==> config.mk <==
export PLATFORM = sky130hd
export DESIGN_NAME = pll_supervisor_flat
export DESIGN_NICKNAME = d
export VERILOG_FILES = /design/src/rtl/pll_supervisor_pkg.sv /design/src/rtl/pll_supervisor_if.sv /design/src/rtl/pll_supervisor_sync_bit.sv /design/src/rtl/pll_supervisor.sv /design/src/flat_wrapper.sv
export SDC_FILE = /design/constraint.sdc
export NUM_CORES = 1
export LEC_CHECK = 0
export ABC_AREA = 0
export CORE_MARGIN = 3
export CORE_UTILIZATION = 50
export DETAILED_ROUTE_END_ITERATION = 8
export PLACE_DENSITY = 0.82
export SLEW_MARGIN = 10
export SYNTH_ARGS = -nofsm -noshare
export SYNTH_HDL_FRONTEND = slang
export SYNTH_HIERARCHICAL = 1
export SYNTH_SLANG_ARGS = --single-unit
==> constraint.sdc <==
create_clock -name clk -period 3.1 [get_ports clk]
set_input_delay 0.31 -clock clk [delete_from_list [all_inputs] [get_ports clk]]
set_output_delay 0.31 -clock clk [all_outputs]
set_load 0.02 [all_outputs]
==> src/rtl/pll_supervisor_pkg.sv <==
// Shared types and constants for the PLL supervisor.
package pll_sup_pkg;

    localparam int unsigned StateW = 3;
    localparam int unsigned LlcW   = 8;

    typedef enum logic [StateW-1:0] {
        StReset    = 3'd0,
        StWaitLock = 3'd1,
        StSettle   = 3'd2,
        StRun      = 3'd3,
        StFault    = 3'd4
    } pll_state_e;

    // Keeps retry_count at least one bit wide when no retries are allowed.
    function automatic int unsigned retry_width(int unsigned max_retries);
        return (max_retries > 0) ? $clog2(max_retries + 1) : 1;
    endfunction

endpackage

==> src/rtl/pll_supervisor_if.sv <==
// Control/status bundle between the PLL supervisor and its surroundings.
interface pll_supervisor_if
    import pll_sup_pkg::*;
#(
    parameter int unsigned MAX_RETRIES = 3
) ();

    localparam int unsigned RetryW = retry_width(MAX_RETRIES);

    logic              pll_lock;
    logic              restart;
    logic              pll_resetb;
    logic              pll_ready;
    logic              fault;
    logic [StateW-1:0] state;
    logic [RetryW-1:0] retry_count;
    logic [LlcW-1:0]   lock_loss_count;

    modport master (
        output pll_lock, restart,
        input  pll_resetb, pll_ready, fault, state, retry_count, lock_loss_count
    );

    modport slave (
        input  pll_lock, restart,
        output pll_resetb, pll_ready, fault, state, retry_count, lock_loss_count
    );

endinterface

==> src/rtl/pll_supervisor_sync_bit.sv <==
// Generic two-flop synchroniser for a single asynchronous status bit.
module sync_bit (
    input  logic clk,
    input  logic rst,
    input  logic d_i,
    output logic q_o
);

    logic meta_q;
    logic sync_q;

    // Two-stage capture; both stages clear to 0 on reset.
    always_ff @(posedge clk or posedge rst) begin
        if (rst) begin
            meta_q <= 1'b0;
            sync_q <= 1'b0;
        end else begin
            meta_q <= d_i;
            sync_q <= meta_q;
        end
    end

    assign q_o = sync_q;

endmodule

==> src/rtl/pll_supervisor.sv <==
// Sequences PLL reset, lock acquisition, settling and loss-of-lock recovery.
module pll_supervisor
    import pll_sup_pkg::*;
#(
    parameter int unsigned RESET_CYCLES  = 16,
    parameter int unsigned LOCK_TIMEOUT  = 1200,
    parameter int unsigned SETTLE_CYCLES = 64,
    parameter int unsigned MAX_RETRIES   = 3
) (
    input  logic           clk,
    input  logic           rst,
    pll_supervisor_if.slave bus
);

    localparam int unsigned Max01    = (RESET_CYCLES > LOCK_TIMEOUT) ? RESET_CYCLES : LOCK_TIMEOUT;
    localparam int unsigned TimerMax = (Max01 > SETTLE_CYCLES) ? Max01 : SETTLE_CYCLES;
    localparam int unsigned TimerW   = $clog2(TimerMax + 1);
    localparam int unsigned RetryW   = retry_width(MAX_RETRIES);

    pll_state_e        state_q, state_d;
    logic [TimerW-1:0] timer_q, timer_d;
    logic [RetryW-1:0] retry_q, retry_d;
    logic [LlcW-1:0]   llc_q, llc_d;
    logic              resetb_q, resetb_d;
    logic              ready_q, ready_d;
    logic              fault_q, fault_d;
    logic              lock_s;

    sync_bit u_lock_sync (
        .clk (clk),
        .rst (rst),
        .d_i (bus.pll_lock),
        .q_o (lock_s)
    );

    // Next state, counters and next-cycle registered outputs.
    always_comb begin
        state_d = state_q;
        retry_d = retry_q;
        llc_d   = llc_q;
        if (bus.restart) begin
            state_d = StReset;
            retry_d = '0;
        end else begin
            unique case (state_q)
                StReset: begin
                    if (timer_q == TimerW'(RESET_CYCLES - 1)) state_d = StWaitLock;
                end
                StWaitLock: begin
                    // A lock arriving in the timeout cycle wins over the timeout.
                    if (lock_s) begin
                        state_d = StSettle;
                    end else if (timer_q == TimerW'(LOCK_TIMEOUT - 1)) begin
                        if (retry_q == RetryW'(MAX_RETRIES)) begin
                            state_d = StFault;
                        end else begin
                            retry_d = retry_q + RetryW'(1);
                            state_d = StReset;
                        end
                    end
                end
                StSettle: begin
                    if (!lock_s) begin
                        state_d = StWaitLock;
                    end else if (timer_q == TimerW'(SETTLE_CYCLES - 1)) begin
                        state_d = StRun;
                    end
                end
                StRun: begin
                    if (!lock_s) begin
                        if (llc_q != {LlcW{1'b1}}) llc_d = llc_q + LlcW'(1);
                        retry_d = '0;
                        state_d = StReset;
                    end
                end
                StFault: begin
                    state_d = StFault;
                end
                default: state_d = StReset;
            endcase
        end

        // Timer counts cycles spent in the current state.
        if (bus.restart || (state_d != state_q)) begin
            timer_d = '0;
        end else if (timer_q != {TimerW{1'b1}}) begin
            timer_d = timer_q + TimerW'(1);
        end else begin
            timer_d = timer_q;
        end

        resetb_d = (state_d == StWaitLock) || (state_d == StSettle) || (state_d == StRun);
        ready_d  = (state_d == StRun);
        fault_d  = (state_d == StFault);
    end

    // State, counters and outputs all update together so outputs match the state.
    always_ff @(posedge clk or posedge rst) begin
        if (rst) begin
            state_q  <= StReset;
            timer_q  <= '0;
            retry_q  <= '0;
            llc_q    <= '0;
            resetb_q <= 1'b0;
            ready_q  <= 1'b0;
            fault_q  <= 1'b0;
        end else begin
            state_q  <= state_d;
            timer_q  <= timer_d;
            retry_q  <= retry_d;
            llc_q    <= llc_d;
            resetb_q <= resetb_d;
            ready_q  <= ready_d;
            fault_q  <= fault_d;
        end
    end

    assign bus.pll_resetb      = resetb_q;
    assign bus.pll_ready       = ready_q;
    assign bus.fault           = fault_q;
    assign bus.state           = state_q;
    assign bus.retry_count     = retry_q;
    assign bus.lock_loss_count = llc_q;

endmodule

==> src/flat_wrapper.sv <==
// flat-port wrapper written by rule: the top's interface ports become plain ports
module pll_supervisor_flat import pll_sup_pkg::*;
#(
    parameter int unsigned RESET_CYCLES  = 16,
    parameter int unsigned LOCK_TIMEOUT  = 1200,
    parameter int unsigned SETTLE_CYCLES = 64,
    parameter int unsigned MAX_RETRIES   = 3
)
  (clk, rst, bus_pll_lock, bus_restart, bus_pll_resetb, bus_pll_ready, bus_fault, bus_state, bus_retry_count, bus_lock_loss_count);
  pll_supervisor_if #(.MAX_RETRIES(MAX_RETRIES)) bus_i ();
  input  logic clk;
  input  logic rst;
  input wire logic [$bits(bus_i.pll_lock)-1:0] bus_pll_lock;
  input wire logic [$bits(bus_i.restart)-1:0] bus_restart;
  output wire logic [$bits(bus_i.pll_resetb)-1:0] bus_pll_resetb;
  output wire logic [$bits(bus_i.pll_ready)-1:0] bus_pll_ready;
  output wire logic [$bits(bus_i.fault)-1:0] bus_fault;
  output wire logic [$bits(bus_i.state)-1:0] bus_state;
  output wire logic [$bits(bus_i.retry_count)-1:0] bus_retry_count;
  output wire logic [$bits(bus_i.lock_loss_count)-1:0] bus_lock_loss_count;
  assign bus_i.pll_lock = bus_pll_lock;
  assign bus_i.restart = bus_restart;
  assign bus_pll_resetb = bus_i.pll_resetb;
  assign bus_pll_ready = bus_i.pll_ready;
  assign bus_fault = bus_i.fault;
  assign bus_state = bus_i.state;
  assign bus_retry_count = bus_i.retry_count;
  assign bus_lock_loss_count = bus_i.lock_loss_count;
  pll_supervisor #(.RESET_CYCLES(RESET_CYCLES), .LOCK_TIMEOUT(LOCK_TIMEOUT), .SETTLE_CYCLES(SETTLE_CYCLES), .MAX_RETRIES(MAX_RETRIES)) u_core (.clk(clk), .rst(rst), .bus(bus_i));
endmodule
==> summary.md <==
| Metric | Value |
|---|---|
| Status | `complete, no violations` |
| Fmax | `450 MHz` |
| Rows | `19` |
| Layout cells sized above 1 | `0.105` |
| Startpoint types | `flop` |
| # clock sinks | `29` |
| Post-layout min period | `2220 ps` |
| Final period util | `0.717` |
| Worst Path Required | `3360 ps` |
| Post_cts resized | `0` |
| WL/cell | `15.8 um` |
| Final WL | `3.20 mm` |
| Reg2reg setup slack | `880 ps` |
| Initial antenna violation count | `0` |
| Largest net degree at the start of global routing | `28` |
| Slew Viols, Final | `0` |
| Clk_skew | `13.6 ps` |
| Flops & latches, synth | `29` |
| Syn Std Cell Area | `1560 um^2` |
| I/O Buffers | `19` |
| Detailed Routing Iterations Pass 1 | `4` |
| Clock Tree Root | `clkbuf_4` |
| Synth warn | `6` |
| Post-placement cell count | `196` |
| Total number of vias | `1257` |
| Syn Inst Count | `153` |
| Post-route insts no fill | `203` |
| Final Hold Fails | `0` |
| Slew headroom | `0.317` |
| DP HPWL | `2.28 mm` |
| Die area | `3820 um^2` |
| Max-cap check violation count | `0` |
| Final ANT Viol Nets | `0` |
| WP data arrival | `2480 ps` |
| Worst-skew pair later-pin latency | `330 ps` |
| Leak Pwr | `0.790 nW` |
| Final #Nets | `179` |
| Multi-input gate area | `759 um^2` |
| Synth async-reset ratio | `1.00` |
| Reg2reg end | `u_core/timer_q[5]` |
| GP Congestion | `0.859` |
| Slowest library cell on the worst path | `or4b_1` |
| Cts hold-fix bufs | `0` |
| Power Total | `0.658 mW` |
| DRC violation count after routing | `0` |
| Commonest non-fill, non-tap cells in the layout | `dfrtp_1, clkdlybuf4s50_1, nand3_1, a21oi_1, nand2_1` |
| Core ar. | `2850 um^2` |
| Yosys cell types | `52` |
| GRT Residual Overflow | `0` |
| Vias in the first global route | `1222` |
| Register area share after synthesis | `0.466` |
| Crit Path Max Fanout | `9` |
| Global-route wire length before repair | `5.63 mm` |
| Register area | `726 um^2` |
| # IOs | `20` |
| H-tree depth | `2` |
| Area grow syn2layout | `15.4%` |
| PwrDens | `367 nW/um^2` |
| Number of cells on the worst reg-to-reg path | `5` |
| CP max stage delay | `710 ps` |
| Worst r2r src | `u_core/timer_q[8]` |
| Setup violators final | `0` |
| Post-CTS Setup Repair Bufs | `0` |
| FILL cells | `239` |
| Clk buf depth | `2` |
| Mapped Avg Cell Area | `10.2 um^2` |
| Worst-path clk slew | `100 ps` |
| RSZ-0062 raised after global routing | `no` |
| Post-synth top flop | `dfrtp_1` |
| EDFF count, synth | `0` |
| CTS tree | `done` |
| Vert. Die Dim | `61.8 um` |
| Slew @ Worst Pin | `1020 ps` |
| Commonest non-fill, non-tap cell in the layout | `dfrtp_1` |
| CTS buffer count | `5` |
| Total GRT Usage | `0.206` |
| Crit Path Class | `reg2reg` |
| Starting DRC count in detailed routing | `60` |
| Crit end category | `flop` |
| ANT cells | `0` |
| Min-delay worst type | `in2async` |
| Vias per cell | `6.19` |
| Initial Utilization | `0.546` |
| Cell class contributing the biggest share of worst-path delay | `simple AND/OR/NAND/NOR gates` |
| WP buf/inv | `0` |
| Setup TNS | `0 ps` |
| Worst VDD drop | `0.000250 V` |
| Worst path cell trace | `or3_4 > nor3_2 > nor3_1 > or4b_1 > a21oi_1` |
| Chip Width | `61.8 um` |
| Syn_nets | `160` |
-- per-stage QoR --
step                cell area (um^2)  setup slack (ps)  hold WS (ps)   util
floorplan                       1560               994          51.2      -
global placement                1740               755           342  0.610
detailed placement              1740               712           354  0.610
CTS                             1800               855           143  0.629
global route                    1800               703           135  0.629
finish                          1800               876           154  0.629
-- cell families after synthesis --
family                   count (synthesis)  share of synthesized area
AND/OR/NAND/NOR                         60                      0.224
buffers and inverters                   14                     0.0458
adder cells (fa/ha/maj)                  3                     0.0241
flip-flops                              29                      0.466
AO/OA/AOI/OAI                           32                      0.150
XOR/XNOR                                10                     0.0563
multiplexers                             5                     0.0330
-- routing by layer --
metal  wire [um]  global-route usage  up-vias  part of all wire
met2        1540               0.330       43              0.48
met3         215              0.0764        7             0.067
li1            -                   -      591                 -
met1        1390               0.256      616              0.44
met4          53              0.0727        0             0.017
met5           0                   0        -                 0
-- cells in the mapped netlist (2+ instances only) --
master     n  area share
and4_1     2       0.011
nand4_1    4       0.016
buf_4      2      0.0096
mux2i_1    4       0.026
nand2_1   10       0.024
a31o_2     2       0.011
xnor2_1    8       0.045
o21ai_0    4       0.013
or3_1      4       0.016
nand2b_1   2      0.0080
and3_1     3       0.012
buf_2      2      0.0064
a21oi_1   11       0.035
xor2_1     2       0.011
inv_1      7       0.017
nor2b_1    2      0.0080
dfrtp_1   29        0.47
nand3_1   11       0.035
ha_1       3       0.024
nor2_1     9       0.022
-- flip-flops by register name, summed over array words and instances, names as in the netlist --
register / flops
u_core/bus.lock_loss_count: 8
u_core/u_lock_sync/meta_q: 1
u_core/bus.pll_resetb: 1
u_core/u_lock_sync/q_o: 1
u_core/bus.state: 3
u_core/bus.fault: 1
u_core/timer_q: 11
u_core/bus.pll_ready: 1
u_core/bus.retry_count: 2
-- cell type report --
class	instances	share of cell area
clock buffer	7	0.0307
multi-input combinational	110	0.423
sequential	29	0.404
timing repair buffer	19	0.106
tap	31	0.0216
inverter	7	0.0146
-- report_power, final --
| group | switching [mW] | leakage (nW) | internal, mW |
|---|---|---|---|
| Clock | 0.127 | 0.0314 | 0.107 |
| Combinational | 0.0199 | 0.365 | 0.0136 |
| Sequential | 0.00726 | 0.393 | 0.384 |
-- worst max-delay path by stage --
stage	start	end	slack [ps]	cells after the start
floorplan	u_core/bus.state[0]	u_core/timer_q[0]	990	7
finish	u_core/timer_q[8]	u_core/timer_q[5]	880	5
detailed placement	bus_restart	u_core/bus.lock_loss_count[1]	710	4
CTS	u_core/timer_q[8]	u_core/timer_q[5]	860	5
global route	u_core/timer_q[1]	u_core/timer_q[5]	700	6
global placement	bus_restart	u_core/bus.lock_loss_count[1]	750	4
Note: power is estimated with default switching activity, not from simulation.
